==> src/rtl/hyperbus_burst_ctrl.sv <==
// HyperBus leader controller with burst support.
//
// Runs on a single clock. The system side issues read/write commands over a
// valid/ready handshake and streams write words in or read words out, one
// DDR word (2*WIDTH bits) per clk. The memory side drives a PHY word
// interface with one active-low chip select per device.
//
// Ports
//   clk, rstn          clock, asynchronous active-low reset
//   cmd_*              command request (write, register space, cs, address,
//                      length in words minus one); accepted on valid & ready
//   wr_valid/ready     write word stream (wr_data, wr_mask per RWDS edge)
//   rd_valid/data      read word stream, rd_last marks the final word,
//                      rd_error flags a timeout abort
//   busy               controller is not idle
//   phy_rstn           HyperBus device reset
//   phy_csn            active-low chip selects
//   phy_clk_en         CK gate
//   phy_dq_o/i/oe      DQ word out / in / drive enable
//   phy_rwds_o/i/oe    RWDS per edge out / in / drive enable
//
// Features: 1x/2x initial latency chosen from RWDS during CA (or forced
// 2x), zero-latency register writes, burst splitting at CSM_COUNT words
// per chip-select assertion, and read strobe timeout.
module hyperbus_burst_ctrl #(
  parameter int WIDTH          = 8,
  parameter int NUM_CS         = 2,
  parameter int CS_BITS        = 1,
  parameter int ADDR_LENGTH    = 32,
  parameter int LEN_WIDTH      = 8,
  parameter int TACC_COUNT     = 6,
  parameter int FIXED_LATENCY  = 0,
  parameter int RESET_COUNT    = 4,
  parameter int CSM_COUNT      = 64,
  parameter int RECOVERY_COUNT = 2,
  parameter int TIMEOUT_COUNT  = 32
) (
  input  logic                   clk,
  input  logic                   rstn,
  input  logic                   cmd_valid,
  output logic                   cmd_ready,
  input  logic                   cmd_write,
  input  logic                   cmd_reg_space,
  input  logic [CS_BITS-1:0]     cmd_cs,
  input  logic [ADDR_LENGTH-1:0] cmd_adr,
  input  logic [LEN_WIDTH-1:0]   cmd_len,
  input  logic                   wr_valid,
  output logic                   wr_ready,
  input  logic [2*WIDTH-1:0]     wr_data,
  input  logic [1:0]             wr_mask,
  output logic                   rd_valid,
  output logic [2*WIDTH-1:0]     rd_data,
  output logic                   rd_last,
  output logic                   rd_error,
  output logic                   busy,
  output logic                   phy_rstn,
  output logic [NUM_CS-1:0]      phy_csn,
  output logic                   phy_clk_en,
  output logic [2*WIDTH-1:0]     phy_dq_o,
  input  logic [2*WIDTH-1:0]     phy_dq_i,
  output logic                   phy_dq_oe,
  output logic [1:0]             phy_rwds_o,
  input  logic [1:0]             phy_rwds_i,
  output logic                   phy_rwds_oe
);

  typedef enum logic [2:0] {
    S_RESET,
    S_IDLE,
    S_CMD,
    S_LATENCY,
    S_XFER,
    S_RECOVER
  } state_t;

  localparam int CNT_W = 16;
  localparam int CSM_W = $clog2(CSM_COUNT + 1);
  localparam int TO_W  = $clog2(TIMEOUT_COUNT + 1);

  localparam logic [CNT_W-1:0]       CNT_ONE    = CNT_W'(1);
  localparam logic [CNT_W-1:0]       RESET_LAST = CNT_W'(RESET_COUNT - 1);
  localparam logic [CNT_W-1:0]       REC_LAST   = CNT_W'(RECOVERY_COUNT - 1);
  localparam logic [CNT_W-1:0]       CA_LAST    = CNT_W'(2);
  localparam logic [CNT_W-1:0]       LAT_1X     = CNT_W'(TACC_COUNT);
  localparam logic [CNT_W-1:0]       LAT_2X     = CNT_W'(2 * TACC_COUNT);
  localparam logic [CSM_W-1:0]       CSM_ONE    = CSM_W'(1);
  localparam logic [CSM_W-1:0]       CSM_LAST   = CSM_W'(CSM_COUNT - 1);
  localparam logic [TO_W-1:0]        TO_ONE     = TO_W'(1);
  localparam logic [TO_W-1:0]        TO_LAST    = TO_W'(TIMEOUT_COUNT - 1);
  localparam logic [LEN_WIDTH:0]     REM_ONE    = (LEN_WIDTH+1)'(1);
  localparam logic [ADDR_LENGTH-1:0] SPLIT_STEP = ADDR_LENGTH'(CSM_COUNT * (WIDTH / 8));

  state_t                   state;
  logic [CNT_W-1:0]         cnt;        // shared by RESET, CMD, LATENCY, RECOVER
  logic [CSM_W-1:0]         csm_cnt;    // words in the current CS assertion
  logic [TO_W-1:0]          to_cnt;     // consecutive read cycles without strobe
  logic [LEN_WIDTH:0]       remaining;
  logic                     write_q;
  logic                     reg_q;
  logic [CS_BITS-1:0]       cs_q;
  logic [ADDR_LENGTH-1:0]   adr_q;
  logic                     lat_2x;
  logic                     resume_cmd; // RECOVER continues a split burst

  logic                     cs_ok;
  logic                     xfer_wr;
  logic                     xfer_rd;
  logic                     strobe;
  logic                     word_xfer;
  logic                     last_word;
  logic                     csm_full;
  logic                     timeout;
  logic [CNT_W-1:0]         lat_target;
  logic                     lat_last;
  logic                     cs_active;
  logic [47:0]              ca;
  logic [15:0]              ca_word;

  assign cs_ok      = {1'b0, cmd_cs} < (CS_BITS+1)'(NUM_CS);
  assign xfer_wr    = (state == S_XFER) && write_q;
  assign xfer_rd    = (state == S_XFER) && !write_q;
  assign strobe     = phy_rwds_i == 2'b10;
  assign word_xfer  = (xfer_wr && wr_valid) || (xfer_rd && strobe);
  assign last_word  = remaining == REM_ONE;
  assign csm_full   = csm_cnt == CSM_LAST;
  assign timeout    = xfer_rd && !strobe && (to_cnt == TO_LAST);
  assign lat_target = lat_2x ? LAT_2X : LAT_1X;
  assign lat_last   = cnt == (lat_target - CNT_ONE);
  assign cs_active  = (state == S_CMD) || (state == S_LATENCY) || (state == S_XFER);

  // Command/address: R/W#, space, linear burst, upper address, lower address.
  assign ca = {!write_q, reg_q, 1'b1, 29'(adr_q >> 3), 13'd0, adr_q[2:0]};

  always_comb begin
    case (cnt[1:0])
      2'd0:    ca_word = ca[47:32];
      2'd1:    ca_word = ca[31:16];
      default: ca_word = ca[15:0];
    endcase
  end

  always_ff @(posedge clk or negedge rstn) begin
    if (!rstn) begin
      state      <= S_RESET;
      cnt        <= '0;
      csm_cnt    <= '0;
      to_cnt     <= '0;
      remaining  <= '0;
      write_q    <= 1'b0;
      reg_q      <= 1'b0;
      cs_q       <= '0;
      adr_q      <= '0;
      lat_2x     <= 1'b0;
      resume_cmd <= 1'b0;
      rd_valid   <= 1'b0;
      rd_data    <= '0;
      rd_last    <= 1'b0;
      rd_error   <= 1'b0;
    end else begin
      rd_valid <= 1'b0;
      rd_last  <= 1'b0;
      rd_error <= 1'b0;
      if (state != S_XFER) begin
        to_cnt <= '0;
      end

      case (state)
        S_RESET: begin
          if (cnt == RESET_LAST) begin
            cnt   <= '0;
            state <= S_IDLE;
          end else begin
            cnt <= cnt + CNT_ONE;
          end
        end

        S_IDLE: begin
          if (cmd_valid && cs_ok) begin
            write_q   <= cmd_write;
            reg_q     <= cmd_reg_space;
            cs_q      <= cmd_cs;
            adr_q     <= cmd_adr;
            remaining <= (LEN_WIDTH+1)'(cmd_len) + REM_ONE;
            csm_cnt   <= '0;
            cnt       <= '0;
            state     <= S_CMD;
          end
        end

        S_CMD: begin
          if (cnt == CA_LAST) begin
            cnt    <= '0;
            lat_2x <= (FIXED_LATENCY != 0) || (phy_rwds_i == 2'b11);
            state  <= (write_q && reg_q) ? S_XFER : S_LATENCY;
          end else begin
            cnt <= cnt + CNT_ONE;
          end
        end

        S_LATENCY: begin
          if (lat_last) begin
            cnt   <= '0;
            state <= S_XFER;
          end else begin
            cnt <= cnt + CNT_ONE;
          end
        end

        S_XFER: begin
          if (word_xfer) begin
            remaining <= remaining - REM_ONE;
            to_cnt    <= '0;
            if (!write_q) begin
              rd_valid <= 1'b1;
              rd_data  <= phy_dq_i;
              rd_last  <= last_word;
            end
            if (last_word) begin
              csm_cnt    <= '0;
              cnt        <= '0;
              resume_cmd <= 1'b0;
              state      <= S_RECOVER;
            end else if (csm_full) begin
              // CS-low budget exhausted: reopen at the next address.
              csm_cnt    <= '0;
              cnt        <= '0;
              adr_q      <= adr_q + SPLIT_STEP;
              resume_cmd <= 1'b1;
              state      <= S_RECOVER;
            end else begin
              csm_cnt <= csm_cnt + CSM_ONE;
            end
          end else if (timeout) begin
            rd_valid   <= 1'b1;
            rd_error   <= 1'b1;
            rd_last    <= 1'b1;
            rd_data    <= '0;
            csm_cnt    <= '0;
            cnt        <= '0;
            resume_cmd <= 1'b0;
            state      <= S_RECOVER;
          end else if (xfer_rd) begin
            to_cnt <= to_cnt + TO_ONE;
          end
        end

        S_RECOVER: begin
          if (cnt == REC_LAST) begin
            cnt   <= '0;
            state <= resume_cmd ? S_CMD : S_IDLE;
          end else begin
            cnt <= cnt + CNT_ONE;
          end
        end

        default: state <= S_RESET;
      endcase
    end
  end

  always_comb begin
    cmd_ready   = state == S_IDLE;
    busy        = state != S_IDLE;
    phy_rstn    = state != S_RESET;
    wr_ready    = xfer_wr;
    phy_clk_en  = 1'b0;
    phy_dq_oe   = 1'b0;
    phy_dq_o    = '0;
    phy_rwds_oe = 1'b0;
    phy_rwds_o  = '0;
    phy_csn     = '1;

    for (int unsigned i = 0; i < NUM_CS; i++) begin
      if (cs_active && (cs_q == CS_BITS'(i))) begin
        phy_csn[i] = 1'b0;
      end
    end

    case (state)
      S_CMD: begin
        phy_clk_en     = 1'b1;
        phy_dq_oe      = 1'b1;
        phy_dq_o[15:0] = ca_word;
      end
      S_LATENCY: begin
        phy_clk_en = 1'b1;
        // Writes drive RWDS low in the final latency cycle as mask preamble.
        phy_rwds_oe = write_q && lat_last;
      end
      S_XFER: begin
        if (write_q) begin
          phy_clk_en  = wr_valid;
          phy_dq_oe   = 1'b1;
          phy_dq_o    = wr_data;
          phy_rwds_oe = !reg_q;
          phy_rwds_o  = wr_mask;
        end else begin
          phy_clk_en = 1'b1;
        end
      end
      default: ;
    endcase
  end

endmodule

==> config.mk <==
export PLATFORM = sky130hd
export DESIGN_NAME = hyperbus_burst_ctrl
export DESIGN_NICKNAME = d
export VERILOG_FILES = /design/src/rtl/hyperbus_burst_ctrl.sv
export SDC_FILE = /design/constraint.sdc
export NUM_CORES = 1
export LEC_CHECK = 0
export CORE_ASPECT_RATIO = 0.8
export CORE_MARGIN = 2
export CORE_UTILIZATION = 47
export DETAILED_ROUTE_END_ITERATION = 8
export PLACE_DENSITY = 0.75
export SETUP_SLACK_MARGIN = 0.02
export SYNTH_ARGS = -nofsm -noshare
export SYNTH_HDL_FRONTEND = slang
export SYNTH_SLANG_ARGS = --single-unit
==> constraint.sdc <==
create_clock -name clk -period 3.7 [get_ports clk]
set_input_delay 0.925 -clock clk [delete_from_list [all_inputs] [get_ports clk]]
set_output_delay 0.925 -clock clk [all_outputs]
set_load 0.02 [all_outputs]
==> impl_metrics.json, run 1 <==
{
  "cellLeakagePower_nw": 3.02,
  "regArea_um2": 2430,
  "crit_path_max_fanout": 7,
  "drc": 0,
  "p_switching_mw": 0.506,
  "crit_family": "simple AND/OR/NAND/NOR gates",
  "grtUsageTotal": 0.255,
  "hold_buffers": 0,
  "path_clk_slew_ps": 70,
  "whs_ps": 483,
  "tritoncts": "done",
  "r2r_end": "cnt[11]",
  "ctsLongestPathBuffers": 2,
  "finalWeightedCongestion": 0.910,
  "crit_cells": 5,
  "timing.final.hold_violations": 0,
  "fin_setup_tns_ps": 0,
  "max_freq_ghz": 0.281,
  "multi_input_area_um2": 3120,
  "power.density_nw_per_um2": 295,
  "yosysSeqAreaShare": 0.419,
  "power.total_mw": 2.22,
  "tightest_slew_ps": 737,
  "n_fill_cell": 1063,
  "die_x_um": 128,
  "fp.dieArea_um2": 13200,
  "syn2layout_area_growth_pct": 30.1,
  "final.min_clock_period_ps": 3560,
  "h-tree-depth": 3,
  "min_path_cells": 1,
  "clockPowerShare": 0.419,
  "end_kind": "output port",
  "clkLatencyLatePin_ps": 340,
  "grt_max_degree": 61,
  "slew_headroom": 0.502,
  "reg2reg_from": "state[0]",
  "diodes": 0,
  "worst_setup_path_start_kind": "flop",
  "cap_violations": 0,
  "preCtsSetupSlack_ps": 239,
  "synth_ff_type": "dfrtp_1",
  "final_cell_mix": "clkdlybuf4s50_1, nand2_1, dfrtp_1, o21ai_0, nand3_1",
  "path_class": "flop to output port",
  "slew_violations": 0,
  "syn_area_per_cell_um2": 8.26,
  "crit_path_max_incr_delay_ps": 570,
  "crit_arrival_ps": 2640,
  "finalNonFillerCells": 976,
  "fp.dieH_um": 103,
  "antenna_found_initial": 0,
  "vias_per_cell": 5.97,
  "p_comb_frac": 0.086,
  "crit_slowest_cell": "or4_4",
  "layout-drive-gt1-share": 0.0704,
  "dpl.hpwl_mm": 12.1,
  "intPower_mw": 1.72,
  "grt_pass1_wl_mm": 27.0,
  "cp-endpoint": "phy_rwds_oe",
  "grt_pass1_vias": 5489,
  "initial_utilization": 0.478,
  "drt_iter0_drc": 423,
  "synthCells": 701,
  "cp.required_ps": 2770,
  "synth_nets": 794,
  "fin_skew_ps": 7.91,
  "cts_setup_buffers": 0,
  "reg2regPathDepth": 8,
  "final_common_cell": "clkdlybuf4s50_1",
  "fin_ws_ps": 138,
  "pwr-share-seq": 0.495,
  "synth_cell_types": 65,
  "final_nets": 912,
  "synth_seq_cells": 97,
  "vias": 5823,
  "cp.buffers_inverters": 1,
  "wl_per_cell_um": 17.2,
  "ys_warn_count": 0,
  "drt_wl_total_mm": 16.8,
  "synthesis.area_um2": 5790,
  "cts-buffers-inserted": 9,
  "drt_pre_antenna_iters": 5,
  "clkSinkCount": 97,
  "hold_path.class": "flop to flop",
  "crit_start": "cnt[10]",
  "dp.cells": 960,
  "synth_edf_count": 0,
  "ios": 129,
  "r2r_slack_ps": 920,
  "rows": 36,
  "status": "finished clean",
  "hp-start": "csm_cnt[4]",
  "path_cells": "or4_4 > or3_4 > o32a_1 > nor2_1 > clkdlybuf4s15_1",
  "rsz0062_at_grt": "yes",
  "cts_root_buf": "clkbuf_16",
  "setup_viol": 0,
  "ant_nets": 0,
  "timing.final.crit_share": 0.963,
  "ir_drop_mv": 0.227,
  "async_reset_ff_frac": 1.00,
  "core_um2": 12100,
  "port_buffers": 128,
  "swShare": 0.228,
  "grt_overflow": 0
}
-- state kept, by name, summed over array words and instances, names as in the netlist --
signal / flops
remaining: 9
rd_valid: 1
state: 3
lat_2x: 1
to_cnt: 6
rd_error: 1
rd_data: 16
reg_q: 1
write_q: 1
cnt: 16
cs_q: 1
resume_cmd: 1
adr_q: 32
rd_last: 1
csm_cnt: 7
-- routing by layer --
layer  vias to the layer above  track usage  wire length [um]  share of wire
li1                       2792            -                 -              -
met1                      2767        0.346              7430           0.44
met2                       233        0.412              7880           0.47
met3                        31       0.0581              1180          0.070
met4                         0       0.0854               305          0.018
met5                         -            0                 0              0
-- worst min-delay path by stage --
stage	endpoint	slack (ps)
finish	csm_cnt[4]	480
global route	adr_q[4]	500
CTS	csm_cnt[4]	480
detailed placement	csm_cnt[4]	470
global placement	adr_q[2]	470
floorplan	csm_cnt[4]	450
-- logic make-up (layout without fill, tap and decap cells) --
logic type	Yosys count	after routing	share of synthesized area
and+or+nand+nor	296	296	0.247
AOI/OAI and AO/OA	226	226	0.249
DFF	97	97	0.419
buffers and inverters	60	183	0.0430
adders and majority gates	10	10	0.0216
xor gates and xnor gates	9	9	0.0136
muxes	3	3	0.00584
-- final cells by class --
cell class              instances  area share
flip-flops and latches         97       0.322
inverters                      20     0.00997
repair buffers                147       0.189
clock buffers                   9      0.0299
multi-input cells             544       0.414
well taps                     152      0.0253
clock inverters                 7     0.00931
-- power by group through the flow --
| stage | Sequential [mW] | Combinational [mW] | Clock, mW |
|---|---|---|---|
| final | 1.10 | 0.191 | 0.933 |
| after global routing | 1.10 | 0.208 | 1.00 |
| after CTS | 1.10 | 0.193 | 0.960 |
| after detailed placement | 1.12 | 0.191 | 0 |
| after global placement | 1.12 | 0.189 | 0 |
| after floorplan | 1.12 | 0.0454 | 0 |
-- timing repair --
item | in CTS | in global routing
endpoints found under the hold margin | 0 | 0
setup endpoints to repair | 2 | 2
resized for setup | 2 | 2
pin swaps | 0 | 0
-- synth_stat cells, drive strengths merged (6+ instances only) --
master,number,area share
ha,10,0.022
nor4,6,0.0065
xnor2,7,0.011
clkbuf,30,0.019
a22o,9,0.015
nand2,121,0.078
dfrtp,97,0.42
or3,10,0.012
inv,20,0.013
and3,10,0.011
a2bb2oi,13,0.020
o22ai,13,0.014
buf,10,0.011
a21oi,50,0.046
a22oi,18,0.024
nand3,50,0.043
or4,6,0.0084
nor3,10,0.0095
o21ai,82,0.071
nor2,44,0.030
nand4,7,0.0076
-- metrics by stage --
stage / instance area (um2) / utilization
6_report: 7530 / 0.621
3_3_place_gp: 7230 / 0.597
2_1_floorplan: 5790 / -
4_1_cts: 7530 / 0.621
3_5_place_dp: 7230 / 0.597
5_1_grt: 7530 / 0.621
-- worst register-to-register path, stage by stage (launching register included) --
cell and delay [ps]:
dfrtp_1 500, nor3b_2 410, buf_4 560, nand3_1 200, o22a_1 260, nand3_1 310
buf_4 250, a21oi_1 50, o21ai_1 170
No activity file was read; power rests on OpenSTA's default activity.
==> run 2: changes to the inputs <==
--- a/config.mk
+++ b/config.mk
@@ -8,6 +8,7 @@
 export CORE_ASPECT_RATIO = 0.8
 export CORE_MARGIN = 2
 export CORE_UTILIZATION = 47
+export CTS_CLUSTER_DIAMETER = 30
 export DETAILED_ROUTE_END_ITERATION = 8
 export PLACE_DENSITY = 0.75
 export SETUP_SLACK_MARGIN = 0.02
==> constraint.sdc (replaced) <==
create_clock -name clk -period 3.9 [get_ports clk]
set_input_delay 0.975 -clock clk [delete_from_list [all_inputs] [get_ports clk]]
set_output_delay 0.975 -clock clk [all_outputs]
set_load 0.02 [all_outputs]
==> run 2 against run 1 <==
Setup slack better by 110 ps. Global-route usage is 0.40 points lower. Register-to-register slack better by 30 ps. Clock skew is 3.6 ps higher. Count of clock-buffer cells in the layout is 1 higher. Core utilization is 0.083 points lower. Critical endpoint is now phy_dq_o[9]. Die area stayed put. Routed wire length is 0.33% lower.
==> impl_metrics.json, run 2 (synthesis gave the netlist of run 1 again) <==
{
  "clkSinkCount": 97,
  "path_clk_slew_ps": 70,
  "vias_per_cell": 6.02,
  "cp.buffers_inverters": 2,
  "top_register": "adr_q",
  "ctsLongestPathBuffers": 2,
  "power.total_mw": 2.18,
  "cts_root_buf": "clkbuf_16",
  "fin_util": 0.621,
  "tritoncts": "done",
  "timing.final.crit_share": 0.937,
  "final.min_clock_period_ps": 3650,
  "p_comb_frac": 0.084,
  "layout-drive-gt1-share": 0.0612,
  "drc": 0,
  "final_common_cell": "clkdlybuf4s50_1",
  "grt_overflow": 0,
  "slew_violations": 0,
  "grt_max_degree": 71,
  "cellLeakagePower_nw": 3.01,
  "rsz0062_at_grt": "no",
  "initial_utilization": 0.478,
  "crit_family": "simple AND/OR/NAND/NOR gates",
  "ios": 129,
  "fin_setup_tns_ps": 0,
  "worst_setup_path_start_kind": "flop",
  "slew_headroom": 0.424,
  "fin_skew_ps": 11.5,
  "max_freq_ghz": 0.274,
  "status": "finished clean",
  "drt_iter0_drc": 557,
  "final_nets": 908,
  "crit_slowest_cell": "clkdlybuf4s50_1",
  "final_cell_area_um2": 7520,
  "cp.required_ps": 2920,
  "hold_path.class": "flop to flop",
  "path_cells": "inv_1 > nor2_1 > nand2_2 > o21ai_0 > clkdlybuf4s50_1",
  "finalNonFillerCells": 969,
  "rows": 36,
  "syn2layout_area_growth_pct": 29.9,
  "grt_pass1_vias": 5552,
  "grt_pass1_wl_mm": 26.9,
  "ant_nets": 0,
  "diodes": 0,
  "cts-buffers-inserted": 9,
  "die_x_um": 128,
  "placed_area_um2": 7210,
  "largest_register_ffs": 32,
  "path_class": "flop to output port",
  "core_um2": 12100,
  "pwr-share-seq": 0.479,
  "wl_per_cell_um": 17.3,
  "crit_path_max_incr_delay_ps": 640,
  "cts_setup_buffers": 0,
  "dpl.hpwl_mm": 11.7,
  "timing.final.hold_violations": 0,
  "port_buffers": 128,
  "crit_arrival_ps": 2680,
  "power.density_nw_per_um2": 290,
  "fp.dieH_um": 103,
  "tightest_slew_ps": 863,
  "grtUsageTotal": 0.251,
  "clockPowerShare": 0.437,
  "hold_buffers": 0,
  "intPower_mw": 1.70,
  "antenna_found_initial": 0,
  "largestRegisters": "adr_q (32), cnt (16), rd_data (16)",
  "vias": 5836,
  "ir_drop_mv": 0.183,
  "final_cell_mix": "clkdlybuf4s50_1, nand2_1, dfrtp_1, o21ai_0, nand3_1",
  "n_fill_cell": 1031,
  "h-tree-depth": 3,
  "fp.dieArea_um2": 13200,
  "setup_viol": 0,
  "drt_wl_total_mm": 16.7,
  "crit_path_max_fanout": 18,
  "p_switching_mw": 0.476,
  "cap_violations": 0,
  "swShare": 0.218,
  "drt_pre_antenna_iters": 8,
  "end_kind": "output port",
  "clkLatencyLatePin_ps": 350,
  "finalWeightedCongestion": 0.877,
  "dp.cells": 956
}
[run 2: per-stage QoR]
step	hold slack, ps	setup WS (ps)
3_5_place_dp	475	374
4_1_cts	485	133
3_3_place_gp	469	406
5_1_grt	505	148
6_report	488	245
2_1_floorplan	446	832
[run 2: metal layers]
metal / vias to the layer above / routed length (um) / GRT usage / share of wire
met5: - / 0 / 0 / 0
li1: 2781 / - / - / -
met3: 27 / 1220 / 0.0545 / 0.073
met1: 2787 / 7370 / 0.341 / 0.44
met2: 241 / 7910 / 0.411 / 0.47
met4: 0 / 231 / 0.0744 / 0.014
[run 2: worst paths after layout]
kind,to,startpoint,slack [ps],cells after the start
worst max-delay path,phy_dq_o[9],state[1],250,5
worst min-delay path,adr_q[5],adr_q[5],490,2
worst max register to register,adr_q[27],state[0],950,8
worst min register to register,adr_q[5],adr_q[5],490,2
max in group asynchronous,cnt[0],rstn,2480,2
min in group asynchronous,remaining[8],rstn,700,1
[run 2: final cells by class]
type	count	area, um2	area share
Timing Repair Buffer	143	1400	0.187
Clock buffer	10	239	0.0318
Multi-Input combinational cell	544	3120	0.415
Clock inverter	3	67.6	0.00899
Sequential cell	97	2430	0.323
Tap cell	152	190	0.0253
Inverter	20	75.1	0.00998
[run 2: power by group through the flow]
stage	clock, mW	combinational, mW	sequential (mW)
finish	0.952	0.182	1.04
global route	1.00	0.198	1.05
CTS	0.965	0.184	1.04
detailed placement	0	0.182	1.06
global placement	0	0.180	1.06
floorplan	0	0.0431	1.06
[run 2: tightest hold or removal path, stage by stage, from the launching register on]
cell     delay [ps]
dfrtp_1         350
nand2_1          50
o21ai_0          60
[run 2: timing repair]
| item | in CTS | in global routing |
|---|---|---|
| setup endpoints to repair | 1 | 5 |
| gates cloned | 0 | 0 |
| resized for setup | 1 | 1 |
==> variant 1, RTL diff (flow settings as in run 2) <==
Set the parameter `ADDR_LENGTH` to 16 (it was 32).
--- a/src/rtl/hyperbus_burst_ctrl.sv
+++ b/src/rtl/hyperbus_burst_ctrl.sv
@@ -27,5 +27,5 @@
   parameter int NUM_CS         = 2,
   parameter int CS_BITS        = 1,
-  parameter int ADDR_LENGTH    = 32,
+  parameter int ADDR_LENGTH    = 16,
   parameter int LEN_WIDTH      = 8,
   parameter int TACC_COUNT     = 6,
Interface: changed (resized cmd_adr); port bits go from 129 to 113. No check against the original RTL was run, so the function may have changed too.
==> variant 1 against run 2 <==
Worst setup slack improved by 39 ps. Sequential share of layout area fell by 0.18 points. Wire length fell by 26%. Sequential cell count fell by 16. Highest routed layer unchanged. Hold slack improved by 2.1 ps. Design area fell by 16%. Synthesized area fell by 17%. Critical path type unchanged.
Power is not compared: it rests on default switching activity, and its combinational part moved more than twofold at a synthesized area within 25%.
==> variant 1: results (changes against run 2) <==
pre-CTS WS = 555 ps (+180 ps)
Placed Area = 6020 sq um (-17%)
startpoint of the worst register-to-register path = csm_cnt[0]
pin count of the biggest net entering global routing = 82 (+15%)
Critical Path AT = 2640 ps (-40 ps)
Top Registers = adr_q: 16 flops, cnt: 16 flops, rd_data: 16 flops
# resized after CTS = 0 (-1)
VDD IR max = 0.437 mV
worst skew pair latency = 340 ps
mux contribution to synthesized area = 0.705% (+0.12 points)
Hold Path End = adr_q[2]
worst clock skew = 7.56 ps (-3.99 ps)
placed cell count = 780 (-18%)
distinct cell type count after synthesis = 65 (unchanged)
postcts setup bufs = 0 (unchanged)
Synth Area in Compound Gates = 20.4% (-4.5 points)
commonest register cell after synthesis = dfrtp_1
initial antenna violation count = 0 (unchanged)
post-synthesis xor/xnor area fraction = 1.83% (+0.47 points)
H-tree lvl count = 3 (unchanged)
PD cells = 646 nW/um^2
clock-pin slew on the worst setup and hold paths = 60 ps
Synth top cells by count = nand2_1 (96), dfrtp_1 (81), o21ai_0 (52)
Worst Hold Class = reg2reg
WHS Path Cells = 2 (unchanged)
global-route wire length before repair = 20,300 um (-25%)
Via Count = 4,475 (-23%)
# fillers = 846 (-18%)
status = finished, final reports clean
Leak = 2.62 nW
R2R Path End = cnt[2]
routed length per instance = 15.6 um (-9.7%)
Adder-Cell Fraction of Synth Area = 2.87% (+0.71 points)
Async SR Flop Fraction = 100% (unchanged)
Detailed Route Iter0 Violations = 405 (-27%)
Synth Instances = 551 (-21%)
min-delay src = adr_q[2]
share of cells above drive strength 1 = 7.44% (+1.3 points)
CP max FO = 13 (-5)
worst reg2reg path depth = 7 (-1)
r2r setup slk = 1500 ps (+550 ps)
port bufs = 112 (-13%)
vias in the first global route = 4,351 (-22%)
top post-synthesis cells by area = dfrtp_1 (42%), nand2_1 (7.5%), o21ai_0 (5.4%)
Ys Warns = 0 (unchanged)
gpl congestion = 0.861 (-1.8%)
Layout Nets = 733 (-19%)
GR Util All Layers = 23.1% (-2.0 points)
CTS max path bufs = 2 (unchanged)
Antenna diodes = 0 (unchanged)
first drt pass iteration count = 5 (-3)
relative slew slack = 32.6% (-9.9 points)
DP HPWL = 8860 um (-24%)
syn_nets = 629 (-21%)
Num CTS Buffers = 9 (unchanged)
CTS root buf = clkbuf_16
sequential-to-total area share from yosys stat = 42.3% (+0.35 points)
Non-Filler Instances = 795 (-18%)
-- variant 1: cell types whose count changed after synthesis, moves of 18 or more --
cell,delta
o21ai_0,-24
nand2_1,-25
clkbuf_1,-18
a21oi_1,-19
-- variant 1: area by class of cell --
class | instances | area share [%]
Multi-Input combinational cell | 425 | 40.7
Inverter | 16 | 0.951
Tap cell | 136 | 2.69
Timing Repair Buffer | 122 | 18.9
Sequential cell | 81 | 32.1
Clock buffer | 10 | 3.78
Clock inverter | 5 | 0.892
-- variant 1: power by group --
| group | total [W] | switching (W) | internal [W] |
|---|---|---|---|
| clock | 0.000846 | 0.000338 | 0.000508 |
| combinational | 0.00173 | 0.000931 | 0.000797 |
| sequential | 0.00150 | 0.000363 | 0.00114 |
-- variant 1: worst max-delay path by stage --
stage             start      endpoint  slack (ps)  cells past startpoint
6_report       state[2]   phy_dq_o[2]         280                      6
5_1_grt        state[2]   phy_dq_o[0]          60                      6
4_1_cts        state[2]   phy_dq_o[2]         300                      6
3_5_place_dp   wr_valid    phy_clk_en         550                      4
3_3_place_gp   wr_valid    phy_clk_en         590                      4
2_1_floorplan  state[0]  phy_dq_o[11]        1100                      6
-- variant 1: kinds of logic (layout without fill, tap and decap cells) --
group,Yosys count,count (layout)
simple gates,251,251
compound gates,150,150
flops,81,81
buf+inv,45,153
fa+ha+maj,11,11
xor+xnor,10,10
mux,3,3
-- variant 1: per-stage QoR --
step	power (W)	hold slack [ps]
final	0.00408	490
after global routing	0.00436	521
after CTS	0.00409	490
after detailed placement	0.00323	479
after global placement	0.00317	476
after floorplan	0.00258	449
-- variant 1: routing by layer --
layer | share of wire, % | global-route usage (%) | up-vias | routed length, um
li1 | - | - | 2204 | -
met1 | 47 | 30.8 | 2128 | 5770
met2 | 47 | 38.1 | 125 | 5790
met3 | 5.1 | 4.84 | 18 | 635
met4 | 1.7 | 7.16 | 0 | 209
met5 | 0 | 0 | - | 0
-- variant 1: critical path, cell delays in order, from the launching register on --
cell and delay (ps):
dfrtp_1 480, nand2b_1 330, nor2_1 180, and2_1 460
a222oi_1 160, inv_1 90, clkdlybuf4s50_1 600
==> variant 2, RTL diff (settings of run 2) <==
Made on the original files. The 6 states of `state_t` get a one-hot encoding in 6 bits.
--- a/src/rtl/hyperbus_burst_ctrl.sv
+++ b/src/rtl/hyperbus_burst_ctrl.sv
@@ -65,11 +65,11 @@
 );
 
-  typedef enum logic [2:0] {
-    S_RESET,
-    S_IDLE,
-    S_CMD,
-    S_LATENCY,
-    S_XFER,
-    S_RECOVER
+  typedef enum logic [5:0] {
+    S_RESET   = 6'b000001,
+    S_IDLE    = 6'b000010,
+    S_CMD     = 6'b000100,
+    S_LATENCY = 6'b001000,
+    S_XFER    = 6'b010000,
+    S_RECOVER = 6'b100000
   } state_t;
 
Formal check against the unedited RTL: same outputs for any inputs over 10 cycles, from zero or initial values and one cycle with rstn low; not proved beyond that.
==> variant 2 against run 2 <==
Synthesized area increased by 2.8%. Critical endpoint is now phy_dq_o[0]. Utilization increased by 0.85 points. Design area up 2.5%. Wire length grew 1.3%. Sequential share of layout area increased by 0.20 points. Final cell count shrank 0.52%. Worst setup slack improved by 67 ps. Fmax is 1.9% higher. Hold slack improved by 16 ps. Sequential cell count is 3 higher.
Power is not compared: it rests on default switching activity, and its combinational part moved more than twofold at a synthesized area within 25%.
==> variant 2: results (changes against run 2) <==
sequential-to-total area share from yosys stat = 42.1% (+0.14 points)
Layout Nets = 881 (-3.0%)
Synth Instances = 676 (-3.6%)
top post-synthesis cells by area = dfrtp_1 (42%), o21ai_0 (5.6%), a21oi_1 (4.2%)
global-route wire length before repair = 27,400 um (+2.1%)
Crit path max-delay family = buffers and inverters
Detailed Route Iter0 Violations = 521 (-6.5%)
Adder-Cell Fraction of Synth Area = 2.10% (-0.059 points)
drt total wl = 17,000 um (+1.3%)
pre-CTS WS = 550 ps (+175 ps)
Synth Area in Compound Gates = 25.9% (+0.96 points)
r2r setup slk = 1070 ps (+120 ps)
relative slew slack = 19.7% (-23 points)
gpl congestion = 0.888 (+1.3%)
R2R Path End = cnt[9]
status = finished, final reports clean
placed cell count = 948 (-0.84%)
crit path from = cnt[1]
worst hold margin = 504 ps (+16.4 ps)
crit-path max cell delay = 620 ps (-20 ps)
worst reg2reg path depth = 7 (-1)
Placed Area = 7380 sq um (+2.3%)
distinct cell type count after synthesis = 73 (+12%)
vias in the first global route = 5,519 (-0.59%)
share of cells above drive strength 1 = 8.20% (+2.1 points)
mux contribution to synthesized area = 2.23% (+1.6 points)
CP max stage cell = ha_1
startpoint of the worst register-to-register path = state[5]
CP endpoint = phy_dq_o[0]
routed length per instance = 17.6 um (+1.8%)
post-synthesis xor/xnor area fraction = 1.47% (+0.11 points)
DP HPWL = 12,100 um (+3.0%)
worst clock skew = 6.50 ps (-5.05 ps)
[variant 2: kinds of logic after synthesis]
group | count (synthesis)
and+or+nand+nor | 245
xor gates and xnor gates | 10
DFF | 100
buffers and inverters | 66
muxes | 12
AOI/OAI and AO/OA | 233
adders and majority gates | 10
[variant 2: power by group through the flow]
stage               clock network [W]  logic (W)  registers, W
finish                       0.000989   0.000737       0.00142
detailed placement                  0   0.000736       0.00143
global placement                    0   0.000706       0.00142
CTS                           0.00101   0.000737       0.00141
floorplan                           0   0.000515       0.00135
global route                  0.00105   0.000818       0.00145
[variant 2: area by class of cell]
type	count	area [sq um]
Sequential cell	100	2500
Inverter	20	75.1
Clock buffer	9	225
Fill cell	1007	4540
Timing Repair Buffer	147	1420
Multi-Input combinational cell	510	3160
Clock inverter	7	106
Tap cell	171	214
[variant 2: metal layers]
layer	part of all wire, %	vias to the layer above	track usage [%]
met2	45	263	39.0
li1	-	2735	-
met1	45	2713	36.0
met3	7.2	26	4.76
met4	2.2	0	8.14
met5	0	-	0
